### src/rtl/approx_div.sv
`default_nettype none
// ============================================================================
//  Module      : approx_div
//  Description : Sequential approximate unsigned divider, 16-bit dividend by
//                8-bit divisor. Only the K most significant quotient positions
//                (anchored at the leading ones of both operands) are
//                evaluated. Lower quotient bits are left at zero. The
//                remainder is exact for the truncated quotient. Ready/valid
//                handshakes are used on both sides, and one operation is in
//                flight at a time.
//  Revision    : 1.0 - initial release
// ============================================================================
module approx_div #(
    parameter int K = 5
) (
    input  logic        clk,
    input  logic        rst,
    input  logic        in_valid,
    output logic        in_ready,
    input  logic [15:0] N,
    input  logic [7:0]  D,
    output logic        out_valid,
    input  logic        out_ready,
    output logic [15:0] Q,
    output logic [15:0] R,
    output logic        dz
);

    typedef enum logic [1:0] {
        S_IDLE = 2'd0,
        S_NORM = 2'd1,
        S_ITER = 2'd2,
        S_DONE = 2'd3
    } state_t;

    localparam logic [4:0] c_k = 5'(K);

    state_t      r_state;
    logic [15:0] r_n;
    logic [7:0]  r_d;
    logic [15:0] r_rem;
    logic [3:0]  r_idx;
    logic [4:0]  r_cnt;
    logic [15:0] r_q;
    logic [15:0] r_r;
    logic        r_dz;
    logic        r_in_ready;
    logic        r_out_valid;

    logic [3:0]  w_lod_n;
    logic [2:0]  w_lod_d;
    logic [3:0]  w_s;
    logic [4:0]  w_s_p1;
    logic [4:0]  w_npos;
    logic [23:0] w_shifted;
    logic        w_take;
    logic [15:0] w_rem_next;

    function automatic logic [3:0] lod16(input logic [15:0] v);
        lod16 = 4'd0;
        for (int b = 0; b < 16; b++) begin
            if (v[b]) lod16 = 4'(b);
        end
    endfunction

    function automatic logic [2:0] lod8(input logic [7:0] v);
        lod8 = 3'd0;
        for (int b = 0; b < 8; b++) begin
            if (v[b]) lod8 = 3'(b);
        end
    endfunction

    // Normalisation: top quotient position and number of positions to evaluate
    always_comb begin
        w_lod_n = lod16(r_n);
        w_lod_d = lod8(r_d);
        w_s     = w_lod_n - {1'b0, w_lod_d};
        w_s_p1  = {1'b0, w_s} + 5'd1;
        w_npos  = (w_s_p1 > c_k) ? c_k : w_s_p1;
    end

    // One restoring-division step; the compare is full width so D<<15 is exact.
    // When the subtract happens the shifted divisor fits in 16 bits, so the
    // narrow subtraction is lossless.
    always_comb begin
        w_shifted  = {16'd0, r_d} << r_idx;
        w_take     = ({8'd0, r_rem} >= w_shifted);
        w_rem_next = w_take ? (r_rem - w_shifted[15:0]) : r_rem;
    end

    // Control FSM with registered handshake and result outputs
    always_ff @(posedge clk or posedge rst) begin
        if (rst) begin
            r_state     <= S_IDLE;
            r_n         <= 16'd0;
            r_d         <= 8'd0;
            r_rem       <= 16'd0;
            r_idx       <= 4'd0;
            r_cnt       <= 5'd0;
            r_q         <= 16'd0;
            r_r         <= 16'd0;
            r_dz        <= 1'b0;
            r_in_ready  <= 1'b1;
            r_out_valid <= 1'b0;
        end else begin
            case (r_state)
                S_IDLE: begin
                    if (in_valid) begin
                        r_n        <= N;
                        r_d        <= D;
                        r_q        <= 16'd0;
                        r_in_ready <= 1'b0;
                        r_state    <= S_NORM;
                    end
                end
                S_NORM: begin
                    if (r_d == 8'd0) begin
                        r_q         <= 16'hFFFF;
                        r_r         <= r_n;
                        r_dz        <= 1'b1;
                        r_out_valid <= 1'b1;
                        r_state     <= S_DONE;
                    end else if ((r_n == 16'd0) || (w_lod_n < {1'b0, w_lod_d})) begin
                        r_q         <= 16'd0;
                        r_r         <= r_n;
                        r_dz        <= 1'b0;
                        r_out_valid <= 1'b1;
                        r_state     <= S_DONE;
                    end else begin
                        r_dz    <= 1'b0;
                        r_idx   <= w_s;
                        r_cnt   <= w_npos;
                        r_rem   <= r_n;
                        r_state <= S_ITER;
                    end
                end
                S_ITER: begin
                    if (w_take) r_q[r_idx] <= 1'b1;
                    r_rem <= w_rem_next;
                    r_idx <= r_idx - 4'd1;
                    r_cnt <= r_cnt - 5'd1;
                    if (r_cnt == 5'd1) begin
                        r_r         <= w_rem_next;
                        r_out_valid <= 1'b1;
                        r_state     <= S_DONE;
                    end
                end
                S_DONE: begin
                    if (out_ready) begin
                        r_out_valid <= 1'b0;
                        r_in_ready  <= 1'b1;
                        r_state     <= S_IDLE;
                    end
                end
                default: begin
                    r_state     <= S_IDLE;
                    r_in_ready  <= 1'b1;
                    r_out_valid <= 1'b0;
                end
            endcase
        end
    end

    assign in_ready  = r_in_ready;
    assign out_valid = r_out_valid;
    assign Q         = r_q;
    assign R         = r_r;
    assign dz        = r_dz;

endmodule
`default_nettype wire
### config.mk
export PLATFORM = sky130hd
export DESIGN_NAME = approx_div
export DESIGN_NICKNAME = d
export VERILOG_FILES = /design/src/rtl/approx_div.sv
export SDC_FILE = /design/constraint.sdc
export NUM_CORES = 1
export LEC_CHECK = 0
export ABC_AREA = 1
export CORE_MARGIN = 8
export CORE_UTILIZATION = 35
export DETAILED_ROUTE_END_ITERATION = 10
export PLACE_DENSITY_LB_ADDON = 0.25
export SYNTH_ARGS = -nofsm -noshare
export SYNTH_HDL_FRONTEND = slang
export SYNTH_SLANG_ARGS = --single-unit
### constraint.sdc
create_clock -name clk -period 5.9 [get_ports clk]
set_clock_uncertainty 0.1 [all_clocks]
set_input_delay 0.59 -clock clk [delete_from_list [all_inputs] [get_ports clk]]
set_output_delay 0.59 -clock clk [all_outputs]
set_load 0.05 [all_outputs]
# Yosys cells after proc, flatten, opt, wreduce, memory -nomap -nowiden
# Index checks and enable logic that the tools add are counted.
# word_totals
ff_bits	86
inputBits	28
output_inout_bits	35
word_cells	109
# op_classes
addsub	5
order_cmp	5
n_eq_ne	11
shift	1
mux	59
bitwise	1
reduce_logical	16
# ops
cell	count
2-to-1 mux 16 bit	10
2-to-1 mux 4 bit	16
case mux 16 bit (2 select lines)	2
case mux 16 bit (3 select lines)	1
greater-or-equal comparator 16 x 24 -> 1 bit	1
<< shifter 8 x 4 -> 24 bit	1
2-to-1 mux 3 bit	6
logical NOT 16 bit	1
OR 16 bit	1
subtractor 16 bit	1
2-to-1 mux 5 bit	3
2-to-1 mux 1 bit	12
!= test 2 bit (second input constant)	6
AND reduction 3 bit	4
case mux 5 bit (2 select lines)	1
logical NOT 8 bit	1
case mux 2 bit (4 select lines)	1
case mux 4 bit (2 select lines)	1
AND reduction 4 bit	2
2-to-1 mux 2 bit	3
nonzero test 3 bit	2
adder 4 x 1 -> 5 bit (second input constant)	1
== test 5 x 1 -> 1 bit (second input constant)	1
greater-than comparator 5 x 3 -> 1 bit (second input constant)	1
17 further kinds	19

# Longest topological paths before layout
# depth
depth_word	22
depth_mapped	24
mapped_depth_nobuf	23

# Worst setup path after synthesis
# No wires, ideal clock.
# synth_path
path_type	reg-to-reg
start	register r_idx[0]
end	register r_q[0], in the netlist Q[0]
setup_ns	0.119
t_arrival_ns	2.813
required_time_ns	5.681
setup_slack_ns	2.868
path_stages_with_launch	24
n_path_buf	3
synth_period_minus_slack_ns	3.032
cell_sequence	dfrtp_1 -> buf_6 -> buf_6 -> o21ai_0 -> o21ai_0 -> inv_1 -> nand2_1 -> o21ai_0 -> nand2_1 -> ha_1 -> nand2_1 -> inv_1 -> nand2_1 -> nor2_1 -> nand2_1 -> nand4_1 -> nand2_1 -> nand2_2 -> nand2_4 -> a21oi_4 -> inv_4 -> buf_6 -> nand2_1 -> nand2_1
# synth_between
elab_chain_len	7
elab_cells_between_ends	12
cone_classes	order compare (3); eq/ne (1); shift (1); mux (4); bitwise (1); reduce/logical (2)
# synth_rtl
item	line	source
start, declared	42	logic [3:0] r_idx;
start signal, assigned	131	r_idx <= w_s;
start signal, assigned	140	r_idx <= r_idx - 4'd1;
parallel branches: the longest is 7 deep, another holds greater-or-equal comparator 16 x 24 -> 1 bit	-	
end signal, assigned	111	r_q <= 16'd0;
end signal, assigned	118	r_q <= 16'hFFFF;
end signal, assigned by index	138	if (w_take) r_q[r_idx] <= 1'b1;
end, declared	44	logic [15:0] r_q;
# Parallel ways; which one is timed is not known. The select of a mux whose other input is x is not followed.
# A chain may end at the register's enable or synchronous reset.

# Worst setup path after layout
# layout_path
start	register r_n[1]
end	register r_idx[2]
# layout_between
elab_chain_len	19
elab_cells_between_ends	24
cone_classes	add/sub (1); order compare (1); eq/ne (1); mux (18); reduce/logical (3)
# layout_rtl
item	line	source
start, declared	39	logic [15:0] r_n;
start signal, assigned	95	r_n <= 16'd0;
start signal, assigned	109	r_n <= N;
2-to-1 mux 1 bit	62	if (v[b]) lod16 = 4'(b);
2-to-1 mux 4 bit (14 in a row)	62	
subtractor 4 x 3 -> 4 bit or less-than comparator 4 x 3 -> 1 bit (tied branches)	77, 123	
2-to-1 mux 4 bit or logical OR 1 bit (tied branches)	123	end else if ((r_n == 16'd0) || (w_lod_n < {1'b0, w_lod_d})) begin
2-to-1 mux 4 bit or != test 2 bit (tied branches)	-	
case mux 4 bit (2 select lines) or AND reduction 3 bit (tied branches)	-	
# Parallel ways exist; a longest one is shown, timed or not. The select of a mux whose other input is x is not followed.

==> run metrics <==
CP max stage delay 0.85 ns; Area Growth Syn to Fin 17.7%; Setup Buffers After CTS 0; Clock Latency Late Sink 0.36 ns; crit path DAT 4.34 ns; GRT overflow 0; crit-path most repeated cell nand2_1; unrepaired setup endpoints after global routing no; Synth Flop Type dfrtp_1; Final Critical Period 4.17 ns; largest net degree at the start of global routing 77; Distinct cells, synth 45; share of the synthesized area in the top cell type 0.349; final hold violation count 0; Critical Path Source Type flip-flop; Slowest-stage cell, CP inv_1; CTS root buffer clkbuf_16; die width 148 um; ys async rst share 1.00; Port Buffers 62; crit share post-route 0.707; max capacitance violation total 0; Synth Area per Inst 6.77 um2; post-CTS sizing 0; clk buf depth 2; Remaining DRCs 0; Rows 48; synth cell count leaders nand2_1, inv_1, dfrtp_1; Post-synth EDFFs 0; Inserted Clock Buffers 9; Setup TNS 0 ns; HP Class input pin to asynchronous set/reset pin; Synth area leader dfrtp_1; clock sink total 86; Antenna Nets Post-Route 0; DIE AREA 21900 um2; chip height 148 um; Netlist Area Pre-Place 6100 um2; Initial DRC Count 380; Crit. End Element flip-flop; routed vias/inst 4.96; worst path cell trace inv_1 > o21ai_0 > a21oi_1 > nor2_1 > nor2_1 > o21bai_1 > nand2_1 > nand2_1 > nand2_1 > nand2_1 > a21oi_1 > ha_1 > fa_1 > nor2_1 > o22ai_1 > nand2_1 > nand2_1 > nand2_1 > nand2_1 > inv_1 > o221ai_1 > o21ai_0; layout cells sized above 1 0.0506; Post-Syn Instances 901; relative slew slack 0.298; WP data required 6.07 ns; worst hold margin 0.350 ns; setup violators final 0; # nets final 1007; outcome complete, no violations; Seq/Total Area, Yosys 0.353; gpl congestion 0.882; Yosys reg bits 86; CTS Hold Bufs 0; DR WL/cell 15.1 um; Slew Limit Fails 0; DR pass1 iterations 5; first-pass GRT wire length 29400 um; slew at the pin closest to its max-slew limit 1.05 ns; Clock Pin Slew Worst Setup and Hold Paths 0.07 ns; Syn Nets 964; Total Wirelength 17700 um; number of global-route vias before repair 5686; largest cells by area after synthesis dfrtp_1, nand2_1, ha_1; # diodes 0; Ys Warns 0; depth of the CTS H-tree 3; Max Fclk 0.240 GHz; Initial Util 0.355; CP max FO 26; initial antenna violation count 0; core area 17200 um2; dpl hpwl 13700 um; GRT Overall Usage 0.168; Worst Path Class, Setup flip-flop to flip-flop; via count 5822; top-count cell post-synth nand2_1; CTS tree done; I/O pin total 63
## area by class of cell
class | count | area [um2]
Sequential cell | 86 | 2150
Timing Repair Buffer | 64 | 636
Inverter | 103 | 394
Clock buffer | 9 | 225
Multi-Input combinational cell | 680 | 3390
Tap cell | 225 | 282
Clock inverter | 7 | 103
Fill cell | 1819 | 9990
## flip-flops by register name (all words and copies together) (netlist names)
| name | flops |
|---|---|
| r_state | 2 |
| in_ready | 1 |
| r_d | 8 |
| out_valid | 1 |
| Q | 16 |
| dz | 1 |
| r_rem | 16 |
| r_cnt | 5 |
| R | 16 |
| r_idx | 4 |
| r_n | 16 |
## placed cells by master, fill, tap and decap left out, types with 5 or more instances in the layout
cell,synthesis,final
nor3_1,10,10
dfrtp_1,85,85
mux2_2,5,5
clkbuf_16,0,9
nand3_1,66,66
clkdlybuf4s50_1,0,62
xor2_1,9,9
ha_1,33,32
nand4_1,17,17
nand2_2,5,5
nand2_1,311,311
a21oi_1,56,56
inv_1,97,96
o21ai_0,47,47
nor2_1,83,83
## per-stage QoR
stage               std cells  setup slack, ns  cell area, um2   util
floorplan                 901             2.87            6100      -
global placement         1158             1.77            6860  0.399
detailed placement       1158             1.72            6860  0.399
CTS                      1174             1.71            7180  0.418
global route             1174             1.28            7180  0.418
finish                   1174             1.73            7180  0.418
## worst max-delay path: cells and delay by family (launching register included)
family | cells | cell delay, ns
AOI/OAI and AO/OA | 7 | 0.85
adders and majority gates | 2 | 0.62
buffers and inverters | 2 | 0.91
DFF | 1 | 0.37
and+or+nand+nor | 11 | 1.20
## final timing paths
path	start	endpoint	slack, ns	cells past startpoint
worst min register to register	R[3]$_DFFE_PP0P_	R[3]$_DFFE_PP0P_	0.38	2
max in group asynchronous	rst	r_d[1]$_DFFE_PP0P_	4.13	3
worst min-delay path	rst	R[5]$_DFFE_PP0P_	0.35	2
worst max register to register	r_n[1]$_DFFE_PP0P_	r_idx[2]$_DFFE_PP0P_	1.73	22
min in group clk	R[3]$_DFFE_PP0P_	R[3]$_DFFE_PP0P_	0.38	2
worst max-delay path	r_n[1]$_DFFE_PP0P_	r_idx[2]$_DFFE_PP0P_	1.73	22
## logic make-up (layout without fill, tap and decap cells)
| logic type | count (synthesis) | in the layout | synth area share |
|---|---|---|---|
| buffers and inverters | 135 | 183 | 0.0917 |
| xor gates and xnor gates | 12 | 12 | 0.0172 |
| AOI/OAI and AO/OA | 123 | 123 | 0.110 |
| adders and majority gates | 35 | 35 | 0.0742 |
| muxes | 5 | 5 | 0.00923 |
| DFF | 86 | 86 | 0.353 |
| and+or+nand+nor | 505 | 505 | 0.345 |
## routing by layer
layer | GRT usage | routed length, um | vias to the layer above
li1 | - | - | 2972
met4 | 0.0464 | 299 | 0
met1 | 0.222 | 8400 | 2718
met3 | 0.0345 | 787 | 19
met5 | 0 | 0 | -
met2 | 0.270 | 8210 | 113
Power is not shown: default switching activity piles up to over one toggle a cycle in this logic, so the estimate is an artifact.
